`config.mk`:
```
export PLATFORM = sky130hd
export DESIGN_NAME = alu_mc
export DESIGN_NICKNAME = d
export VERILOG_FILES = /design/src/rtl/alu_mc_pkg.sv /design/src/rtl/alu_mc_mul_step.sv /design/src/rtl/alu_mc.sv
export SDC_FILE = /design/constraint.sdc
export NUM_CORES = 1
export LEC_CHECK = 0
export BUFFER_PORTS_ARGS = -buffer_cell sky130_fd_sc_hd__buf_4
export CORE_ASPECT_RATIO = 0.5
export CORE_MARGIN = 3
export CORE_UTILIZATION = 35
export DETAILED_ROUTE_END_ITERATION = 7
export GPL_ROUTABILITY_DRIVEN = 0
export MAX_ROUTING_LAYER = met4
export PLACE_DENSITY_LB_ADDON = 0.12
export REMOVE_ABC_BUFFERS = 1
export SYNTH_ARGS = -nofsm -noshare
export SYNTH_HDL_FRONTEND = slang
export SYNTH_HIERARCHICAL = 1
export SYNTH_SLANG_ARGS = --single-unit
```
`constraint.sdc`:
```
create_clock -name clk -period 3.4 [get_ports clk]
set_input_delay 0.51 -clock clk [delete_from_list [all_inputs] [get_ports clk]]
set_output_delay 0.51 -clock clk [all_outputs]
set_load 0.01 [all_outputs]
```
`src/rtl/alu_mc_pkg.sv`:
```
// Shared opcode, flag-index and FSM-state constants for the multi-cycle ALU.
package alu_mc_pkg;

    localparam logic [2:0] ALU_OP_ADD = 3'd0;
    localparam logic [2:0] ALU_OP_SUB = 3'd1;
    localparam logic [2:0] ALU_OP_AND = 3'd2;
    localparam logic [2:0] ALU_OP_OR  = 3'd3;
    localparam logic [2:0] ALU_OP_XOR = 3'd4;
    localparam logic [2:0] ALU_OP_SHL = 3'd5;
    localparam logic [2:0] ALU_OP_SHR = 3'd6;
    localparam logic [2:0] ALU_OP_MUL = 3'd7;

    localparam int ALU_FLAG_ZERO     = 0;
    localparam int ALU_FLAG_NEGATIVE = 1;
    localparam int ALU_FLAG_CARRY    = 2;
    localparam int ALU_FLAG_OVERFLOW = 3;
    localparam int ALU_FLAG_PARITY   = 4;

    typedef enum logic [1:0] {
        ALU_ST_IDLE = 2'd0,
        ALU_ST_BUSY = 2'd1,
        ALU_ST_DONE = 2'd2
    } alu_state_e;

endpackage

```
`src/rtl/alu_mc_mul_step.sv`:
```
// One MSB-first shift-add multiplier step: acc_o = 2*acc_i + (bit_i ? mcand_i : 0).
// ovf_o flags any weight lost above bit AW-1, which feeds the sticky upper-half bit.
module alu_mul_step #(
    parameter int AW = 16,
    parameter int MW = 8
) (
    input  logic [AW-1:0] acc_i,
    input  logic [MW-1:0] mcand_i,
    input  logic          bit_i,
    output logic [AW-1:0] acc_o,
    output logic          ovf_o
);
    logic [AW:0] addend;
    logic [AW:0] sum;

    assign addend = {{(AW + 1 - MW){1'b0}}, (bit_i ? mcand_i : {MW{1'b0}})};
    assign sum    = {1'b0, acc_i[AW-2:0], 1'b0} + addend;
    assign acc_o  = sum[AW-1:0];
    assign ovf_o  = acc_i[AW-1] | sum[AW];
endmodule

```
`src/rtl/alu_mc.sv`:
```
// Multi-cycle ALU with valid/ready on both sides and an iterative shift-add multiplier.
// Define ALU_MUL_HI_EN to expose the upper product half on out_hi.
module alu_mc
    import alu_mc_pkg::*;
#(
    parameter  int WIDTH = 8,
    localparam int SHW   = $clog2(WIDTH)
) (
    input  logic             clk,
    input  logic             rst,
    input  logic             in_valid,
    output logic             in_ready,
    input  logic [WIDTH-1:0] a,
    input  logic [WIDTH-1:0] b,
    input  logic [2:0]       op,
    output logic             out_valid,
    input  logic             out_ready,
    output logic [WIDTH-1:0] out,
    output logic [7:0]       flags,
`ifdef ALU_MUL_HI_EN
    output logic [WIDTH-1:0] out_hi,
`endif
    output logic [1:0]       dbg_state_o
);
`ifdef ALU_MUL_HI_EN
    localparam int AW = 2 * WIDTH;
`else
    localparam int AW = WIDTH;
`endif

    alu_state_e       state_q;
    logic             in_ready_q, out_valid_q;
    logic [SHW-1:0]   cnt_q;
    logic [WIDTH-1:0] mcand_q, mplier_q, out_q;
    logic [AW-1:0]    acc_q;
    logic [7:0]       flags_q;
`ifdef ALU_MUL_HI_EN
    logic [WIDTH-1:0] hi_q;
`else
    logic             sticky_q;
`endif

    logic [WIDTH-1:0] alu_res;
    logic             alu_c, alu_v;
    logic [WIDTH:0]   sum_ext, shl_ext, shr_ext;
    logic [AW-1:0]    step_acc;
    logic             step_ovf, mul_hi_nz;

    function automatic logic [7:0] pack_flags(input logic [WIDTH-1:0] r,
                                              input logic c, input logic v);
        logic [7:0] f;
        f = 8'h00;
        f[ALU_FLAG_ZERO]     = (r == '0);
        f[ALU_FLAG_NEGATIVE] = r[WIDTH-1];
        f[ALU_FLAG_CARRY]    = c;
        f[ALU_FLAG_OVERFLOW] = v;
        f[ALU_FLAG_PARITY]   = ^r;
        return f;
    endfunction

    // Single-cycle ops, evaluated straight from the input operands at accept.
    always_comb begin
        alu_res = '0;
        alu_c   = 1'b0;
        alu_v   = 1'b0;
        sum_ext = '0;
        shl_ext = '0;
        shr_ext = '0;
        case (op)
            ALU_OP_ADD: begin
                sum_ext = {1'b0, a} + {1'b0, b};
                alu_res = sum_ext[WIDTH-1:0];
                alu_c   = sum_ext[WIDTH];
                alu_v   = (a[WIDTH-1] == b[WIDTH-1]) && (alu_res[WIDTH-1] != a[WIDTH-1]);
            end
            ALU_OP_SUB: begin
                sum_ext = {1'b0, a} - {1'b0, b};
                alu_res = sum_ext[WIDTH-1:0];
                alu_c   = sum_ext[WIDTH];
                alu_v   = (a[WIDTH-1] != b[WIDTH-1]) && (alu_res[WIDTH-1] != a[WIDTH-1]);
            end
            ALU_OP_AND: alu_res = a & b;
            ALU_OP_OR:  alu_res = a | b;
            ALU_OP_XOR: alu_res = a ^ b;
            // One guard bit on each side captures the last bit shifted out.
            ALU_OP_SHL: begin
                shl_ext = {1'b0, a} << b[SHW-1:0];
                alu_res = shl_ext[WIDTH-1:0];
                alu_c   = shl_ext[WIDTH];
            end
            ALU_OP_SHR: begin
                shr_ext = {a, 1'b0} >> b[SHW-1:0];
                alu_res = shr_ext[WIDTH:1];
                alu_c   = shr_ext[0];
            end
            default: ;
        endcase
    end

    alu_mul_step #(.AW(AW), .MW(WIDTH)) u_step (
        .acc_i   (acc_q),
        .mcand_i (mcand_q),
        .bit_i   (mplier_q[cnt_q]),
        .acc_o   (step_acc),
        .ovf_o   (step_ovf)
    );

`ifdef ALU_MUL_HI_EN
    assign mul_hi_nz = (step_acc[AW-1:WIDTH] != '0) | step_ovf;
`else
    assign mul_hi_nz = sticky_q | step_ovf;
`endif

    always_ff @(posedge clk) begin
        if (rst) begin
            state_q     <= ALU_ST_IDLE;
            in_ready_q  <= 1'b1;
            out_valid_q <= 1'b0;
            cnt_q       <= '0;
            mcand_q     <= '0;
            mplier_q    <= '0;
            acc_q       <= '0;
            out_q       <= '0;
            flags_q     <= '0;
`ifdef ALU_MUL_HI_EN
            hi_q        <= '0;
`else
            sticky_q    <= 1'b0;
`endif
        end else begin
            case (state_q)
                ALU_ST_IDLE: if (in_valid) begin
                    in_ready_q <= 1'b0;
                    if (op == ALU_OP_MUL) begin
                        state_q  <= ALU_ST_BUSY;
                        cnt_q    <= SHW'(WIDTH - 1);
                        mcand_q  <= a;
                        mplier_q <= b;
                        acc_q    <= '0;
`ifndef ALU_MUL_HI_EN
                        sticky_q <= 1'b0;
`endif
                    end else begin
                        state_q     <= ALU_ST_DONE;
                        out_valid_q <= 1'b1;
                        out_q       <= alu_res;
                        flags_q     <= pack_flags(alu_res, alu_c, alu_v);
`ifdef ALU_MUL_HI_EN
                        hi_q        <= '0;
`endif
                    end
                end
                // Multiplier bits are consumed MSB first, indexed by the down-counter.
                ALU_ST_BUSY: begin
                    acc_q <= step_acc;
`ifndef ALU_MUL_HI_EN
                    sticky_q <= sticky_q | step_ovf;
`endif
                    if (cnt_q == '0) begin
                        state_q     <= ALU_ST_DONE;
                        out_valid_q <= 1'b1;
                        out_q       <= step_acc[WIDTH-1:0];
                        flags_q     <= pack_flags(step_acc[WIDTH-1:0], mul_hi_nz, mul_hi_nz);
`ifdef ALU_MUL_HI_EN
                        hi_q        <= step_acc[AW-1:WIDTH];
`endif
                    end else begin
                        cnt_q <= cnt_q - 1'b1;
                    end
                end
                ALU_ST_DONE: if (out_ready) begin
                    state_q     <= ALU_ST_IDLE;
                    out_valid_q <= 1'b0;
                    in_ready_q  <= 1'b1;
                end
                default: begin
                    state_q     <= ALU_ST_IDLE;
                    out_valid_q <= 1'b0;
                    in_ready_q  <= 1'b1;
                end
            endcase
        end
    end

    assign in_ready    = in_ready_q;
    assign out_valid   = out_valid_q;
    assign out         = out_q;
    assign flags       = flags_q;
    assign dbg_state_o = state_q;
`ifdef ALU_MUL_HI_EN
    assign out_hi      = hi_q;
`endif
endmodule

```
[After elaboration in Yosys (flattened, before gate mapping)]
Index checks and enable logic that the tools add are counted.
Operators by class
  add/subtract/negate cells: 4
  $lt $le $gt $ge: 1
  equality and inequality tests: 19
  shift-type cells: 2
  muxes and demuxes: 37
  bitwise gates (word level): 6
  reductions and logical operators: 17
Operators with widths (count)
  2-to-1 mux 8 bit: 9
  case mux 8 bit (7 select lines): 1
  case mux 8 bit (2 select lines): 3
  adder 8 x 8 -> 9 bit: 2
  logical NOT 8 bit: 2
  parity 8 bit: 2
  equality test 3 bit (second input constant): 4
  inequality test 2 bit (second input constant): 6
  AND reduction 3 bit: 4
  AND reduction 4 bit: 3
  2-to-1 mux 1 bit: 9
  2-to-1 mux 3 bit: 3
  << shifter 8 x 3 -> 9 bit: 1
  >> shifter 9 x 3 -> 9 bit: 1
  subtractor 8 x 8 -> 9 bit: 1
  AND 8 bit: 1
  2-to-1 mux 2 bit: 4
  bitwise OR 8 bit: 1
  bitwise XOR 8 bit: 1
  equality test 3 x 2 -> 1 bit (second input constant): 2
  logical NOT 3 bit: 2
  case mux 1 bit (3 select lines): 2
  case mux 2 bit (3 select lines): 1
  case mux 3 bit (2 select lines): 1
  other kinds (15): 20
Storage, ports and cells
  bits in registers: 48
  output and inout port bits: 20

[Logic depth before layout (Yosys ltp)]
  depth after elaboration: 8
  depth in mapped cells: 16
  depth with buffers taken out: 16

[By module]
Netlist, hierarchy kept.
By module, submodules not included
  alu_mc: times used 1, cells each 480, area an instance 3885.0 um^2, seq. area each 880.8 um^2
  alu_mul_step: times used 1, cells each 36, area an instance 294.0 um^2, seq. area each 0.0 um^2

[Least setup slack after synthesis]
Ideal clock, no wire load.
  path kind: reg-to-reg
  from: register cnt_q[0]
  to: register flags_q[4] (netlist: flags[4])
  arrival time: 3488 ps
  path slack: -220 ps
  cell stages (with the launch flop): 17
  period minus slack after synthesis: 3620 ps
  cell sequence: dfxtp_1 > mux4_2 > mux2_2 > and2_1 > ha_1 > fa_1 > a211oi_1 > o21bai_1 > a21oi_1 > xnor2_1 > inv_1 > ha_1 > xnor2_1 > xnor2_1 > nand2_1 > o211ai_1 > a21oi_1
On the way
  longest elaborated chain between the ends: 7
  elaborated cells between the ends (all ways): 10
  those cells by class: 1 x add/sub; 1 x eq/ne; 5 x mux; 3 x reduce/logical
Ends and longest elaborated chain
  start, declared: line alu_mc.sv:33  | logic [SHW-1:0] cnt_q;
  start signal, assigned: line alu_mc.sv:136  | cnt_q <= SHW'(WIDTH - 1);
  start signal, assigned: line alu_mc.sv:168  | cnt_q <= cnt_q - 1'b1;
  binary-select mux 1 bit (select 3 bit): line alu_mc.sv:103  | .bit_i (mplier_q[cnt_q]),
  2-to-1 mux 1 bit (not written as such): line alu_mc.sv:103
  2-to-1 mux 8 bit: line alu_mc_mul_step.sv:16  | assign addend = {{(AW + 1 - MW){1'b0}}, (bit_i ? mcand_i : {MW{1'b0}})};
  adder 8 x 8 -> 9 bit: line alu_mc_mul_step.sv:17  | assign sum = {1'b0, acc_i[AW-2:0], 1'b0} + addend;
  net step_acc[7]: line alu_mc.sv:46  | logic [AW-1:0] step_acc;
  parity 8 bit: line alu_mc.sv:57  | f[ALU_FLAG_PARITY] = ^r;
  2-to-1 mux 8 bit: line alu_mc.sv:159  | if (cnt_q == '0) begin
  case mux 8 bit (2 select lines): line alu_mc.sv:131  | case (state_q)
  end signal, assigned: line alu_mc.sv:147  | flags_q <= pack_flags(alu_res, alu_c, alu_v);
  end signal, assigned: line alu_mc.sv:163  | flags_q <= pack_flags(step_acc[WIDTH-1:0], mul_hi_nz, mul_hi_nz);
  end, declared: line alu_mc.sv:36  | logic [7:0] flags_q;
The timed path passes the listed nets, and every way through them passes these cells. The select of a mux whose other input is x is not followed.
A chain may end at the register's enable or synchronous reset.

[Worst setup path after layout]
Ends and elaborated chain as after synthesis.

==> out/qor.txt <==
synthesized cell area - 0.00418 mm²
critical path type - reg2reg
via count - 4080
Worst-Skew Late Latency - 280 ps
Fin. Hold Viols - 0
initial DRC count - 367
setup slack, reg-to-reg - -120 ps
Final Max Tran Viols - 0
DRC viols - 0
remaining antenna violation count after routing - 0
Hold EP - mcand_q[6]
cts hold-fix bufs - 0
Fmax - 284 MHz
total gr overflow - 0
family with the most delay on the worst path - multiplexers
WL per Instance - 17.1 µm
CP Launch Type - flip-flop
hold path start - mcand_q[6]
Max-slew headroom - 57.6%
ys async rst share - 0%
synthesized flop and latch total - 44
Top FF cell, synth - dfxtp_1
Post-Layout Cell Count - 762
GRT Util Overall - 19.4%
initial core utilization - 36.9%
Final #Nets - 670
core area - 0.0113 mm²
Port Buf Inserts - 39
Worst setup startpoint - cnt_q[0]
crit path cell chain - mux4_2 -> mux2_4 -> and2_4 -> ha_4 -> fa_2 -> a211oi_2 -> o21bai_1 -> a21oi_1 -> xnor2_1 -> inv_1 -> ha_4 -> xnor2_2 -> xnor2_1 -> nand2_1 -> o211ai_1 -> a21oi_1
initial antenna violation count - 0
Final Critical Period - 3520 ps
CP arrival - 3670 ps
clk slew on worst S/H paths - 60 ps
DIE WIDTH - 161 µm
hold depth - 2
buffers plus inverters on the worst setup path - 1
Reg2Reg Depth - 16
largest net degree at the start of global routing - 44
sequential area share after synthesis - 21.1%
synth top area cells - dfxtp_1 (21%), ha_1 (13%), mux4_2 (6.5%), a21oi_1 (5.4%), nand2_1 (4.9%)
failing checks - setup timing
CP max FO - 3
Hold Path Class - reg2reg
via/cell ratio - 5.35
Crit path largest cell delay - 480 ps
final critical-path share of the clock period - 104%
synthesized area per cell - 8.10 µm²
status - finished, violations left
DR pass1 iterations - 5
ratio of cells with drive above 1 in the final layout - 27.0%
cell count after synthesis - 516
HPWL after detailed placement - 9.91 mm
TritonCTS clock tree - built
Cell Rows - 27
Hold Slack - 457 ps
Synth Area in Compound Gates - 24.2%
PnR worst setup slack - -123 ps
RSZ-0062 raised after global routing - true
post-synthesis mux area share - 8.92%
I/O Pins - 43
number of global-route vias before repair - 3850
Total Routed Length - 13.0 mm
Adder-Cell Fraction of Synth Area - 14.0%
Critical Path End Type - flip-flop
final setup skew - 6.06 ps
Max IR drop VDD - 0.000219 V
critical path required time - 3550 ps
Clock Sinks - 44
Antenna Cells - 0
die area - 0.0134 mm²
largest area contributor in the netlist - dfxtp_1
top cell type's share of synthesized area - 21.1%
largest family of logic cells by synthesized area - compound AO/OA/AOI/OAI gates
first-pass GRT wire length - 20.9 mm
Synth Area in Simple Gates - 19.7%
Post-synth EDFFs - 0
Synth warnings - 6
Max-Cap Viols - 0
Power Density - 334 mW/mm²
TritonCTS Buffers - 5
final setup fails - 2
worst slew pin tran - 636 ps
FF-to-FF End - flags[4]
placed insts - 745
CTS root buf - clkbuf_16
Die Y - 83.3 µm
Longest Clk Path Bufs - 2
Yosys cell types - 72
standby leakage power - 2.26 nW
Critical-path top delay cell - mux4_2
XOR/XNOR Fraction of Synth Area - 3.56%
Area growth syn-to-layout - 27.3%
CTS H-tree lvls - 2
reg2reg start - cnt_q[0]
==> worst max-delay path by stage <==
stage / to / slack, ps / depth (start not counted)
2_1_floorplan: flags[4] / -240 / 16
3_3_place_gp: flags[4] / -300 / 16
4_1_cts: flags[4] / -40 / 16
6_report: flags[4] / -120 / 16
3_5_place_dp: flags[4] / -350 / 16
5_1_grt: flags[4] / -260 / 16
==> synthesized netlist by cell type (all sizes together), types with 4 or more instances <==
cell and count:
nand2 55, a21oi 45, dfxtp 44, ha 42
nor2 41, inv 34, clkbuf 21, o21ai 20
a22oi 16, buf 15, a211oi 12, and2 12
mux4 12, xnor2 12, nand3 10, nor3 9
mux2i 8, nand2b 8, nor2b 8, a21o 6
o211ai 5, xor2 5, a31o 4, o21bai 4
==> logic make-up after synthesis <==
logic type               Yosys count
AO/OA/AOI/OAI                    149
AND/OR/NAND/NOR                  167
other                              1
flip-flops                        44
multiplexers                      22
XOR/XNOR                          17
adder cells (fa/ha/maj)           45
buffers and inverters             71
==> power by group <==
group | leakage, nW | internal, W | switching, W
combinational | 1.81 | 0.000280 | 0.000338
sequential | 0.358 | 0.000548 | 0.0000265
clock | 0.0901 | 0.000387 | 0.000198
==> routing by layer <==
layer / track usage (%) / part of all wire (%) / vias to the layer above
met5: - / 0 / -
met2: 28.4 / 43 / 120
met1: 29.3 / 52 / 1921
li1: - / - / 2027
met3: 1.94 / 4.6 / 12
met4: 2.83 / 1.1 / 0
==> cells in the final DEF (no fill, tap or decap), types with 4 or more instances in the layout <==
| cell | synthesis | final |
|---|---|---|
| nand2b_1 | 8 | 8 |
| mux2i_1 | 8 | 8 |
| and2_1 | 11 | 10 |
| a21o_1 | 6 | 6 |
| a211oi_1 | 11 | 10 |
| o21ai_0 | 18 | 17 |
| nand2_1 | 55 | 55 |
| dfxtp_1 | 44 | 43 |
| xnor2_1 | 12 | 10 |
| nor2_1 | 40 | 40 |
| mux4_2 | 12 | 12 |
| buf_6 | 3 | 4 |
| nor3_1 | 8 | 8 |
| o21bai_1 | 4 | 4 |
| a22oi_1 | 16 | 16 |
| xor2_1 | 5 | 4 |
| o211ai_1 | 5 | 5 |
| a21oi_1 | 45 | 43 |
| ha_1 | 42 | 38 |
| nor2b_1 | 8 | 8 |
| nand3_1 | 10 | 9 |
| ha_4 | 0 | 4 |
| buf_4 | 6 | 110 |
| clkbuf_16 | 0 | 5 |
| inv_1 | 34 | 34 |
==> repair_timing <==
| action | CTS | global route |
|---|---|---|
| resized for setup | 13 | 10 |
| pin swaps | 13 | 3 |
| setup buffers | 5 | 6 |
| setup endpoints to repair | 2 | 3 |
==> metrics by stage <==
stage                     TNS [ps]  power, W  utilization, %  cell area, µm²  setup WS (ps)
after floorplan               -239  0.000909               -            3960           -239
after global placement        -316   0.00120            43.7            4950           -302
after detailed placement      -394   0.00120            43.7            4950           -346
after CTS                    -43.3   0.00178            46.4            5250          -43.3
after global routing          -460   0.00187            47.0            5320           -264
final                         -158   0.00178            47.0            5320           -123
==> state kept, by name (all words and copies together), names as in the netlist <==
signal	cells
cnt_q	3
flags	5
mplier_q	8
acc_q	8
sticky_q	1
out_valid	1
in_ready	1
dbg_state_o	2
mcand_q	8
out	7
==> worst register-to-register path, stage by stage (launching register included) <==
cell	delay [ps]
dfxtp_4	360
mux4_2	480
mux2_4	290
and2_4	150
ha_4	160
fa_2	360
a211oi_2	200
o21bai_1	100
a21oi_1	150
xnor2_1	180
inv_1	140
ha_4	240
xnor2_2	180
xnor2_1	140
nand2_1	70
o211ai_1	100
a21oi_1	80
==> final cells by class <==
class / count / area [µm²]
sequential: 44 / 885
tap: 159 / 199
timing repair buffer: 114 / 871
clock inverter: 1 / 30.0
clock buffer: 7 / 153
fill: 1166 / 6000
multi-input combinational: 403 / 3050
inverter: 34 / 128
(Power assumes the default switching activity.)
